===== src/rtl/vtree_way_feeder.sv =====
// Round-robin record source feeding W pre-sorted key streams into vMERGE_SORTER_TREE.
// Optional tree output order checker enabled by defining VTREE_FEEDER_CHECK_EN.
module vtree_way_feeder #(
    parameter int W_LOG    = 6,
    parameter int P_LOG    = 3,
    parameter int DATW     = 64,
    parameter int KEYW     = 32,
    parameter int NBLK_LOG = 4,
    parameter int GAP      = 2
) (
    input  logic                              CLK,
    input  logic                              RST,
    input  logic                              i_start,
    input  logic [(1<<W_LOG)-1:0]             i_req,
    input  logic                              i_rdy,
    output logic [DATW*(1<<P_LOG)-1:0]        o_din,
    output logic                              o_dinen,
    output logic [W_LOG-1:0]                  o_idx,
    output logic                              o_busy,
    output logic                              o_done,
    input  logic [DATW-1:0]                   i_dot,
    input  logic                              i_doten,
    output logic                              o_err,
    output logic [15:0]                       o_err_cnt,
    output logic                              o_chk_done
);
    localparam int W  = 1 << W_LOG;
    localparam int P  = 1 << P_LOG;
    localparam int CW = NBLK_LOG + 1;

    typedef enum logic [1:0] {S_IDLE, S_RUN, S_DRAIN, S_DONE} state_t;

    state_t                 r_state, w_state_nxt;
    logic [CW-1:0]          r_blk_cnt [W];
    logic [3:0]             r_lock    [W];
    logic [W-1:0]           r_term;
    logic [W_LOG-1:0]       r_ptr;
    logic                   r_dinen;
    logic [W_LOG-1:0]       r_idx;
    logic [DATW*P-1:0]      r_din;

    logic [W-1:0]           w_elig;
    logic                   w_gnt_vld;
    logic [W_LOG-1:0]       w_gnt_idx;
    logic [CW-1:0]          w_sel_cnt;
    logic [DATW*P-1:0]      w_blk;
    logic                   w_restart;

    assign w_restart = ((r_state == S_IDLE) || (r_state == S_DONE)) && i_start;

    always_comb begin
        w_elig = '0;
        for (int unsigned w = 0; w < W; w++)
            w_elig[w] = (r_state == S_RUN) && i_req[w] && (r_lock[w] == 4'd0) && !r_term[w];
    end

    // First eligible way at or after the pointer; the W_LOG-bit add wraps modulo W.
    always_comb begin
        logic [W_LOG-1:0] v_cand;
        logic             v_found;
        v_found   = 1'b0;
        v_cand    = '0;
        w_gnt_idx = '0;
        for (int unsigned k = 0; k < W; k++) begin
            v_cand = r_ptr + W_LOG'(k);
            if (!v_found && w_elig[v_cand]) begin
                v_found   = 1'b1;
                w_gnt_idx = v_cand;
            end
        end
        w_gnt_vld = v_found && i_rdy;
    end

    assign w_sel_cnt = r_blk_cnt[w_gnt_idx];

    // Key = (b*P + j)*W + w + 1, i.e. the bit concatenation {b, j, w} plus one.
    always_comb begin
        w_blk = '0;
        for (int unsigned j = 0; j < P; j++)
            w_blk[DATW*j +: DATW] = w_sel_cnt[NBLK_LOG] ? {DATW{1'b1}} :
                {{(DATW-KEYW){1'b1}},
                 KEYW'({w_sel_cnt[NBLK_LOG-1:0], P_LOG'(j), w_gnt_idx}) + KEYW'(1)};
    end

    always_comb begin
        w_state_nxt = r_state;
        case (r_state)
            S_IDLE, S_DONE: if (i_start) w_state_nxt = S_RUN;
            S_RUN:          if (&r_term) w_state_nxt = S_DRAIN;
            S_DRAIN:        w_state_nxt = S_DONE;
            default:        w_state_nxt = S_IDLE;
        endcase
    end

    always_ff @(posedge CLK or posedge RST) begin
        if (RST) begin
            r_state <= S_IDLE;
            r_term  <= '0;
            r_ptr   <= '0;
            r_dinen <= 1'b0;
            r_idx   <= '0;
            r_din   <= '0;
            for (int unsigned w = 0; w < W; w++) begin
                r_blk_cnt[w] <= '0;
                r_lock[w]    <= '0;
            end
        end else begin
            r_state <= w_state_nxt;
            r_dinen <= w_gnt_vld;
            if (w_gnt_vld) begin
                r_idx <= w_gnt_idx;
                r_din <= w_blk;
                r_ptr <= w_gnt_idx + W_LOG'(1);
            end
            for (int unsigned w = 0; w < W; w++) begin
                if (w_restart) begin
                    r_blk_cnt[w] <= '0;
                    r_lock[w]    <= '0;
                    r_term[w]    <= 1'b0;
                end else if (w_gnt_vld && (w_gnt_idx == W_LOG'(w))) begin
                    r_lock[w] <= 4'(GAP);
                    if (w_sel_cnt[NBLK_LOG]) r_term[w] <= 1'b1;
                    else                     r_blk_cnt[w] <= r_blk_cnt[w] + CW'(1);
                end else if (r_lock[w] != 4'd0) begin
                    r_lock[w] <= r_lock[w] - 4'd1;
                end
            end
        end
    end

    assign o_dinen = r_dinen;
    assign o_idx   = r_idx;
    assign o_din   = r_din;
    assign o_busy  = (r_state == S_RUN) || (r_state == S_DRAIN);
    assign o_done  = (r_state == S_DONE);

`ifdef VTREE_FEEDER_CHECK_EN
    localparam int TOTW = W_LOG + P_LOG + NBLK_LOG + 1;
    localparam logic [TOTW-1:0] TOT = TOTW'(1) << (TOTW - 1);

    logic [TOTW-1:0] r_chk_cnt;
    logic            r_err;
    logic [15:0]     r_err_cnt;
    logic            w_full;
    logic            w_bad;
    logic [DATW-1:0] w_exp_rec;

    assign w_full    = (r_chk_cnt == TOT);
    assign w_exp_rec = {{(DATW-KEYW){1'b1}}, KEYW'(r_chk_cnt) + KEYW'(1)};
    assign w_bad     = w_full ? (i_dot != {DATW{1'b1}}) : (i_dot != w_exp_rec);

    always_ff @(posedge CLK or posedge RST) begin
        if (RST) begin
            r_chk_cnt <= '0;
            r_err     <= 1'b0;
            r_err_cnt <= '0;
        end else if (w_restart) begin
            r_chk_cnt <= '0;
            r_err     <= 1'b0;
            r_err_cnt <= '0;
        end else if (i_doten) begin
            if (!w_full) r_chk_cnt <= r_chk_cnt + TOTW'(1);
            if (w_bad) begin
                r_err <= 1'b1;
                if (r_err_cnt != 16'hFFFF) r_err_cnt <= r_err_cnt + 16'd1;
            end
        end
    end

    assign o_err      = r_err;
    assign o_err_cnt  = r_err_cnt;
    assign o_chk_done = w_full;
`else
    logic w_unused;
    assign w_unused   = ^{i_dot, i_doten};
    assign o_err      = 1'b0;
    assign o_err_cnt  = '0;
    assign o_chk_done = 1'b0;
`endif
endmodule


===== config.mk =====
export PLATFORM = sky130hd
export DESIGN_NAME = vtree_way_feeder
export DESIGN_NICKNAME = d
export VERILOG_FILES = /design/src/rtl/vtree_way_feeder.sv
export SDC_FILE = /design/constraint.sdc
export NUM_CORES = 2
export LEC_CHECK = 0
export ABC_AREA = 1
export CORE_UTILIZATION = 40
export CTS_BUF_LIST = sky130_fd_sc_hd__clkbuf_16
export DETAILED_ROUTE_END_ITERATION = 6
export GPL_TIMING_DRIVEN = 0
export PLACE_DENSITY = 0.6
export SKIP_LAST_GASP = 1
export SYNTH_ARGS = -nofsm -noshare
export SYNTH_HDL_FRONTEND = slang
export SYNTH_SLANG_ARGS = --single-unit

===== constraint.sdc =====
create_clock -name CLK -period 43.2 [get_ports CLK]
set_input_delay 4.32 -clock CLK [delete_from_list [all_inputs] [get_ports CLK]]
set_output_delay 4.32 -clock CLK [all_outputs]
set_load 0.05 [all_outputs]

==> flow_metrics.tcl <==
set metrics [dict create \
    slew_headroom_pct 9.313 \
    cp_max_fo 13 \
    setup_viol 0 \
    drt-initial-drc-count 6504 \
    syn_avg_cell_area_um2 6.909 \
    die_x_um 359.0 \
    synthArstFlopShare_pct 100.0 \
    synthCells 7378 \
    cap_violations 0 \
    clk_latency_ns 0.68 \
    dp_cells 9644 \
    start_kind "flop" \
    grt_max_degree 113 \
    die_area_um2 128900 \
    hold_viol 0 \
    firstDrtPassIters 7 \
    port_buffers 588 \
    critical_path.slowest_cell "clkbuf_1" \
    cts_resized 0 \
    antenna_left 0 \
    synth.distinct_cells 56 \
    final_nets 8361 \
    antenna_found_initial 15 \
    synth_seq_cells 678 \
    outcome "completed" \
    fin_tns_setup_ns 0 \
    cp_common_cell "nand2_1" \
    ys.flop_type "dfrtp_1" \
    layout-drive-gt1-share_pct 11.49 \
    synth_edf_count 0 \
    cp-end-kind "flop" \
    num_io_pins 672 \
    cp.buffers_inverters 16 \
    worstMarginPinSlew_ns 1.360 \
    critPathMaxStageDelay_ns 0.91 \
    wirelength_um 237200 \
    post_cts_buffers 0 \
    final_area_um2 61840 \
    clk_pin_slew_ns 0.06 \
    wl_per_cell_um 24.22 \
    worstPathArrival_ns 18.25 \
    start_util_pct 40.44 \
    num_rows 130 \
    area_delta_synth_final_pct 21.31 \
    dieHeight_um 359.0 \
    ctsLongestPathBuffers 3 \
    drv_slew 0 \
    core_area_um2 126100 \
    h-tree-depth 3 \
    hpwl_um 186800 \
    place_area_um2 59300 \
    routed_via_density 5.453 \
    fin_crit_sh_pct 40.96 \
    gp_congestion 1.091 \
    grt-ovfl-total 0 \
    path_delay_family "simple AND/OR/NAND/NOR gates" \
    rsz0062_at_grt "no" \
    postCtsHoldBufs 0 \
    vias 53400 \
    synth_area_um2 50980 \
    cts_buffers 81 \
    track_usage_pct 35.83 \
    ys_seq_area_share_pct 33.28 \
    stdcell_count 9793 \
    grt_pass1_vias 48690 \
    grt_pass1_wl_um 338000 \
    cts_root_buf "clkbuf_16" \
    drc_errors 0 \
    min_period_ns 17.69 \
    hp-class "flop to flop" \
    cp.required_ns 43.76 \
    fmax_mhz 56.52 \
    tritoncts "built" \
    ys_warn_count 0 \
    crit_type "flop to flop" \
    clkSinkCount 678 \
    fin_skew_ns 0.03388 \
]
==> final timing paths <==
path                                            endpoint  cells past startpoint  slack (ns)              startpoint
worst max-delay path            r_blk_cnt[0]$_DFFE_PP0P_                     77       25.51    r_ptr[1]$_DFFE_PP0P_
worst min-delay path              o_din[200]$_DFFE_PP0P_                      2        0.48  o_din[200]$_DFFE_PP0P_
worst max register to register  r_blk_cnt[0]$_DFFE_PP0P_                     77       25.51    r_ptr[1]$_DFFE_PP0P_
min in group asynchronous        r_lock[136]$_DFFE_PP0P_                      2        4.16                     RST
worst min register to register    o_din[200]$_DFFE_PP0P_                      2        0.48  o_din[200]$_DFFE_PP0P_
max in group asynchronous         r_lock[98]$_DFFE_PP0P_                      5       37.07                     RST
==> per-layer routing <==
metal / part of all wire, % / GRT usage [%] / vias to the layer above
met5: 0.026 / 0 / -
met4: 6.9 / 21.87 / 10
met3: 9.5 / 7.551 / 677
met2: 45 / 56.89 / 2780
met1: 39 / 44.57 / 25240
li1: - / - / 24690
==> flip-flops by register name, indices dropped and copies added, names as in the netlist <==
register and flops:
r_term 64, o_din 23, o_idx 6, r_lock 256, r_state 2, r_ptr 6, o_dinen 1, r_blk_cnt 320
==> Yosys cell counts, types with 38 or more instances <==
master / number / share of area [%]
xnor2_1: 96 / 1.6
o21ai_0: 313 / 3.1
nand4_1: 63 / 0.77
nand3_1: 869 / 8.5
inv_1: 623 / 4.6
nor2_1: 509 / 3.7
o21ai_1: 117 / 1.1
or2_2: 91 / 1.1
buf_4: 534 / 7.9
a21oi_1: 232 / 2.3
nor3_1: 166 / 1.6
buf_2: 63 / 0.62
clkbuf_1: 102 / 0.75
xor2_1: 251 / 4.3
dfrtp_1: 678 / 33
nand2_1: 2219 / 16
ha_1: 151 / 3.7
o211ai_1: 38 / 0.56
==> worst reg2reg max path: cells and delay by family, from the launching register on <==
| family | cells | cell delay (ns) |
|---|---|---|
| adder cells (fa/ha/maj) | 2 | 1.01 |
| AO/OA/AOI/OAI | 5 | 1.46 |
| buffers and inverters | 16 | 5.65 |
| XOR/XNOR | 1 | 0.30 |
| AND/OR/NAND/NOR | 53 | 8.68 |
| flip-flops | 1 | 0.50 |
==> stage by stage <==
| stage | worst slack, ns | util, % | hold WS (ns) |
|---|---|---|---|
| 6_report | 25.51 | 49.05 | 0.4839 |
| 5_1_grt | 25.10 | 49.05 | 0.5227 |
| 4_1_cts | 26.34 | 49.05 | 0.4862 |
| 3_5_place_dp | 25.71 | 47.04 | 0.4700 |
| 3_3_place_gp | 10.44 | 46.79 | 0.4675 |
| 2_1_floorplan | 19.87 | - | 0.4740 |
==> placed cells by master, fill, tap and decap left out, drive strengths merged, types with 21 or more instances in the layout <==
master / count
dfrtp: 678
xor2: 254
inv: 663
o21ai: 432
clkinv: 44
a21oi: 234
o211ai: 38
o21a: 21
xnor2: 96
clkbuf: 185
nand4: 65
clkdlybuf4s50: 588
a31oi: 25
nand2: 2250
or2: 93
nand3: 873
nor2: 542
buf: 637
ha: 151
nor3: 167
==> final cells by class <==
cell class / count / area [um^2]
Clock buffer: 83 / 2077
Buffer: 728 / 4936
Fill cell: 12790 / 64220
Antenna cell: 4 / 10.01
Multi-Input combinational cell: 5336 / 26690
Tap cell: 1650 / 2064
Timing Repair Buffer: 599 / 6168
Sequential cell: 678 / 16970
Clock inverter: 62 / 454.2
Inverter: 653 / 2464
==> kinds of logic after synthesis <==
family	share of synthesized area, %
flops	33.28
mux	0.05891
buf+inv	14.50
simple gates	33.77
other cells	0.007357
fa+ha+maj	3.706
xor+xnor	6.058
compound gates	8.610
Power is not shown: default switching activity piles up to over one toggle a cycle in this logic, so the estimate is an artifact.
